### config.mk
export PLATFORM = sky130hd
export DESIGN_NAME = bcd_to_binary_avalon
export DESIGN_NICKNAME = d
export VERILOG_FILES = /design/src/rtl/bcd_to_binary_avalon.sv
export SDC_FILE = /design/constraint.sdc
export NUM_CORES = 1
export LEC_CHECK = 0
export BUFFER_PORTS_ARGS = -buffer_cell sky130_fd_sc_hd__buf_2
export CELL_PAD_IN_SITES_DETAIL_PLACEMENT = 1
export CELL_PAD_IN_SITES_GLOBAL_PLACEMENT = 1
export CORE_MARGIN = 2
export CORE_UTILIZATION = 35
export CTS_CLUSTER_SIZE = 24
export DETAILED_ROUTE_END_ITERATION = 6
export GPL_TIMING_DRIVEN = 0
export HOLD_SLACK_MARGIN = 0.15
export PLACE_DENSITY = 0.72
export SKIP_LAST_GASP = 1
export SYNTH_ARGS = -nofsm -noshare
export SYNTH_HDL_FRONTEND = slang
export SYNTH_SLANG_ARGS = --single-unit
### constraint.sdc
create_clock -name clk -period 3.95 [get_ports clk]
set_clock_uncertainty 0.2 [all_clocks]
set_input_delay 0.79 -clock clk [delete_from_list [all_inputs] [get_ports clk]]
set_output_delay 0.79 -clock clk [all_outputs]
set_load 0.02 [all_outputs]
### src/rtl/bcd_to_binary_avalon.sv
// ---------------------------------------------------------------------------
// bcd_to_binary_avalon
//
// Avalon-MM slave that turns a packed BCD value (written by the CPU, e.g.
// keypad or switch digits) into a binary operand using a sequential reverse
// double-dabble: each cycle the {bcd, acc} pair shifts right by one, then
// every BCD nibble that is 8 or more has 3 subtracted.
//
// Ports:
//   clk         system clock, all state on the rising edge
//   reset       asynchronous, active-high; clears all state
//   write       Avalon write strobe (ignored while a conversion is running)
//   write_data  packed BCD, digit 0 in [3:0]
//   read        Avalon read strobe, zero wait states, no side effects
//   read_data   {busy, error, binary[13:0]} while read is high, else 0
//   binary      last conversion result
//   valid       one-cycle pulse when binary/error are updated
//   busy        conversion in progress
//   error       last accepted write contained a digit > 9
// ---------------------------------------------------------------------------
module bcd_to_binary_avalon #(
    parameter int DIGITS = 4,
    parameter int BITS   = 14
) (
    input  logic                  clk,
    input  logic                  reset,
    input  logic                  write,
    input  logic [4*DIGITS-1:0]   write_data,
    input  logic                  read,
    output logic [15:0]           read_data,
    output logic [BITS-1:0]       binary,
    output logic                  valid,
    output logic                  busy,
    output logic                  error
);

    localparam int BW = 4 * DIGITS;
    localparam int CW = (BITS > 1) ? $clog2(BITS) : 1;
    localparam logic [CW-1:0] LAST = CW'(BITS - 1);

    localparam logic [1:0] IDLE  = 2'd0;
    localparam logic [1:0] SHIFT = 2'd1;
    localparam logic [1:0] DONE  = 2'd2;

    logic [1:0]      state_q,  state_d;
    logic [BW-1:0]   bcd_q,    bcd_d;
    logic [BITS-1:0] acc_q,    acc_d;
    logic [CW-1:0]   cnt_q,    cnt_d;
    logic [BITS-1:0] binary_q, binary_d;
    logic            error_q,  error_d;
    logic            busy_q,   busy_d;

    logic            bad_digit;
    logic [BW-1:0]   bcd_shift;
    logic [BW-1:0]   bcd_fix;
    logic [BITS-1:0] acc_shift;
    logic [3:0]      nib;
    logic [13:0]     bin_field;

    // Any nibble above 9 makes the whole write an error.
    always_comb begin
        bad_digit = 1'b0;
        for (int i = 0; i < DIGITS; i++) begin
            if (write_data[4*i +: 4] > 4'd9) bad_digit = 1'b1;
        end
    end

    // One reverse double-dabble step: shift right, then correct all nibbles
    // of the shifted bcd in parallel.
    always_comb begin
        bcd_shift = {1'b0, bcd_q[BW-1:1]};
        acc_shift = {bcd_q[0], acc_q[BITS-1:1]};
        bcd_fix   = bcd_shift;
        nib       = 4'd0;
        for (int i = 0; i < DIGITS; i++) begin
            nib = bcd_shift[4*i +: 4];
            if (nib >= 4'd8) bcd_fix[4*i +: 4] = nib - 4'd3;
        end
    end

    always_comb begin
        // NOTE: every _d gets its hold value first so no path leaves a
        // variable unassigned, which would otherwise infer a latch.
        state_d  = state_q;
        bcd_d    = bcd_q;
        acc_d    = acc_q;
        cnt_d    = cnt_q;
        binary_d = binary_q;
        error_d  = error_q;
        busy_d   = busy_q;

        case (state_q)
            // DONE accepts a write exactly like IDLE for back-to-back use.
            IDLE, DONE: begin
                state_d = IDLE;
                if (write) begin
                    if (bad_digit) begin
                        error_d  = 1'b1;
                        binary_d = '0;
                        state_d  = DONE;
                    end else begin
                        error_d = 1'b0;
                        busy_d  = 1'b1;
                        bcd_d   = write_data;
                        acc_d   = '0;
                        cnt_d   = '0;
                        state_d = SHIFT;
                    end
                end
            end
            // Writes arriving here are dropped; the CPU polls busy.
            SHIFT: begin
                bcd_d = bcd_fix;
                acc_d = acc_shift;
                cnt_d = cnt_q + 1'b1;
                if (cnt_q == LAST) begin
                    binary_d = acc_shift;
                    busy_d   = 1'b0;
                    state_d  = DONE;
                end
            end
            default: state_d = IDLE;
        endcase
    end

    always_ff @(posedge clk or posedge reset) begin
        if (reset) begin
            state_q  <= IDLE;
            bcd_q    <= '0;
            acc_q    <= '0;
            cnt_q    <= '0;
            binary_q <= '0;
            error_q  <= 1'b0;
            busy_q   <= 1'b0;
        end else begin
            // NOTE: non-blocking assignments so every flop samples the
            // pre-edge values regardless of statement order.
            state_q  <= state_d;
            bcd_q    <= bcd_d;
            acc_q    <= acc_d;
            cnt_q    <= cnt_d;
            binary_q <= binary_d;
            error_q  <= error_d;
            busy_q   <= busy_d;
        end
    end

    // Fit the result into the 14-bit read field.
    generate
        if (BITS >= 14) begin : g_trunc
            assign bin_field = binary_q[13:0];
        end else begin : g_ext
            assign bin_field = {{(14 - BITS){1'b0}}, binary_q};
        end
    endgenerate

    // valid is decoded from state so a reset mid-conversion can never pulse it.
    assign valid     = (state_q == DONE);
    assign binary    = binary_q;
    assign busy      = busy_q;
    assign error     = error_q;
    assign read_data = read ? {busy_q, error_q, bin_field} : 16'h0000;

endmodule

==> impl_metrics.tcl <==
set metrics [dict create \
    outcome "completed" \
    ant_nets 0 \
    cts_tree "built" \
    synth_edf_count 0 \
    power.density_nw_per_um2 548.8 \
    numPortBuffers 52 \
    p_sw_w 0.0005576 \
    nFillCells 777 \
    dpl_cell_area_um2 2853 \
    nNetsFinal 308 \
    syn_nets 248 \
    finalCriticalPeriod_ns 2.550 \
    synth.top_cell.area_share 0.5204 \
    async_reset_ff_frac 1.000 \
    hold_viol 0 \
    arrival_ns 1.56 \
    setup_violations 0 \
    diodes 0 \
    area_growth_pct 20.66 \
    hpwl_um 4493 \
    p_comb_frac 0.292 \
    dr.first_iter.drc_count 97 \
    rsz0062_at_grt "no" \
    dieArea_um2 7692 \
    p_leak_nw 1.475 \
    power_frac_clock 0.221 \
    die_y_um 87.71 \
    post-route-period-util 0.6456 \
    wire_per_inst_um 16.48 \
    internal_power_w 0.001066 \
    via_per_inst 5.128 \
    drt_wl_total_um 6198 \
    p_sw_frac 0.3434 \
    grt_pass1_vias 2023 \
    yosysSeqAreaShare 0.5204 \
    crit_path_end_kind "output pin" \
    maxCapViolations 0 \
    max_clock_freq_ghz 0.3921 \
    worstSkewPairLatency_ns 0.30 \
    ir_drop_uv 177.0 \
    share_seq_of_total_power 0.487 \
    worstMarginPinSlew_ns 0.6187 \
    netlist-cell-type-count 35 \
    clock-sinks 51 \
    start_util 0.3610 \
    place_congestion 0.7903 \
    ys_top_cells_by_count "dfrtp_1 (51), a22o_1 (27), o21ai_0 (18)" \
    numCtsBuffers 5 \
    cp.required_ns 2.96 \
    cts_resized 0 \
    htree_num_levels 2 \
    synth_area_um2 2452 \
    io-pin-count 53 \
    cts.clk_slew.worst_paths_ns 0.09 \
    start_kind "input port" \
    grt_max_degree 28 \
    finalMaxSlewViolations 0 \
    drtPass1Iterations 4 \
    synth.avg_cell_area_um2 11.15 \
    post_cts_buffers 0 \
    syn-instance-count 220 \
    hold_path.class "flip-flop to flip-flop" \
    hold_buffers 0 \
    antenna_found_initial 0 \
    yosys-top-cells-area "dfrtp_1 (52%), a22o_1 (9.6%), and2_1 (4.1%)" \
    relSlewSlack 0.5869 \
    final_cell_area_um2 2959 \
    core_um2 6794 \
    cts_root_buffer "clkbuf_8" \
    fin_tns_setup_ns 0 \
    drcViolationCount 0 \
    clockBufferDepth 2 \
    whs_ns 0.3124 \
    vias 1928 \
    grt_first_pass_wirelength_um 10520 \
    cp_max_fo 10 \
    ys_ff_latch 51 \
    grt_usage 0.1794 \
    drive_gt1_frac 0.2679 \
    core.rowCount 30 \
    ys_warn_count 0 \
    yosys.area.top_type "dfrtp_1" \
    ys.flop_type "dfrtp_1" \
    die_width_um 87.71 \
    overflow 0 \
    yosysMostFrequentCell "dfrtp_1" \
    worstSetupPathType "input port to output pin" \
]
[power by group through the flow]
stage / clock network, W / registers [W] / logic [W]
after floorplan: 0 / 0.000763 / 0.000363
after global placement: 0 / 0.000791 / 0.000451
after detailed placement: 0 / 0.000798 / 0.000475
after CTS: 0.000367 / 0.000790 / 0.000480
after global routing: 0.000396 / 0.000815 / 0.000542
final: 0.000359 / 0.000792 / 0.000474
[kinds of logic after synthesis]
logic type,synth area share
adders and majority gates,0.04082
and+or+nand+nor,0.1082
AOI/OAI and AO/OA,0.2306
xor gates and xnor gates,0.02857
buffers and inverters,0.05459
DFF,0.5204
muxes,0.01684
[worst max-delay path, cell delays in order]
cell and delay, ns:
buf_2 0.14, clkbuf_1 0.30, and2_1 0.18, buf_2 0.15
[stage by stage]
stage	total power, W	setup slack (ns)	util	cells
2_1_floorplan	0.001125	1.730	-	220
3_3_place_gp	0.001242	1.034	0.4169	368
3_5_place_dp	0.001273	1.378	0.4199	369
4_1_cts	0.001637	1.376	0.4355	376
5_1_grt	0.001753	1.308	0.4355	376
6_report	0.001624	1.400	0.4355	376
[cells in the final DEF, fill, tap and decap left out, drive strengths merged, types with 3 or more instances in the layout]
master / instances
buf: 62
dfrtp: 51
a22o: 27
o21ai: 18
and2: 17
clkbuf: 12
inv: 11
nor2: 11
a31oi: 9
ha: 8
xnor2: 6
a22oi: 6
a21oi: 6
a221o: 5
nor2b: 4
nand2: 3
mux2i: 3
[state kept, by name, summed over array words and instances (netlist names)]
signal   flops
bcd_q       16
binary      14
acc_q       13
cnt_q        4
state_q      2
busy         1
error        1
[area by class of cell]
cell class | count | area [um2] | share of cell area
multi-input combinational | 142 | 1042 | 0.3522
sequential | 51 | 1276 | 0.4313
tap | 96 | 120.1 | 0.04059
clock buffer | 5 | 68.82 | 0.02326
buffer | 16 | 92.59 | 0.03129
timing repair buffer | 53 | 280.3 | 0.09471
inverter | 11 | 41.29 | 0.01395
clock inverter | 2 | 37.54 | 0.01268
[layer usage]
layer | track usage | vias up | wire length (um)
li1 | - | 905 | -
met5 | 0 | - | 0
met1 | 0.2401 | 983 | 2742
met4 | 0.05734 | 0 | 80
met3 | 0.02545 | 7 | 150
met2 | 0.3010 | 33 | 3224
[path summary, 6_finish.rpt]
| check | from | end | slack [ns] | cells past startpoint |
|---|---|---|---|---|
| max | read | read_data[11] | 1.40 | 4 |
| min | acc_q[1]$_DFFE_PP0P_ | acc_q[1]$_DFFE_PP0P_ | 0.31 | 1 |
| max reg2reg | state_q[0]$_DFFE_PP0N_ | bcd_q[2]$_DFFE_PP0P_ | 2.04 | 4 |
| min reg2reg | acc_q[1]$_DFFE_PP0P_ | acc_q[1]$_DFFE_PP0P_ | 0.31 | 1 |
| max in group asynchronous | reset | state_q[0]$_DFFE_PP0N_ | 2.64 | 3 |
| min in group asynchronous | reset | error$_DFFE_PP0P_ | 0.35 | 2 |
Note: power is estimated with default switching activity, not from simulation.
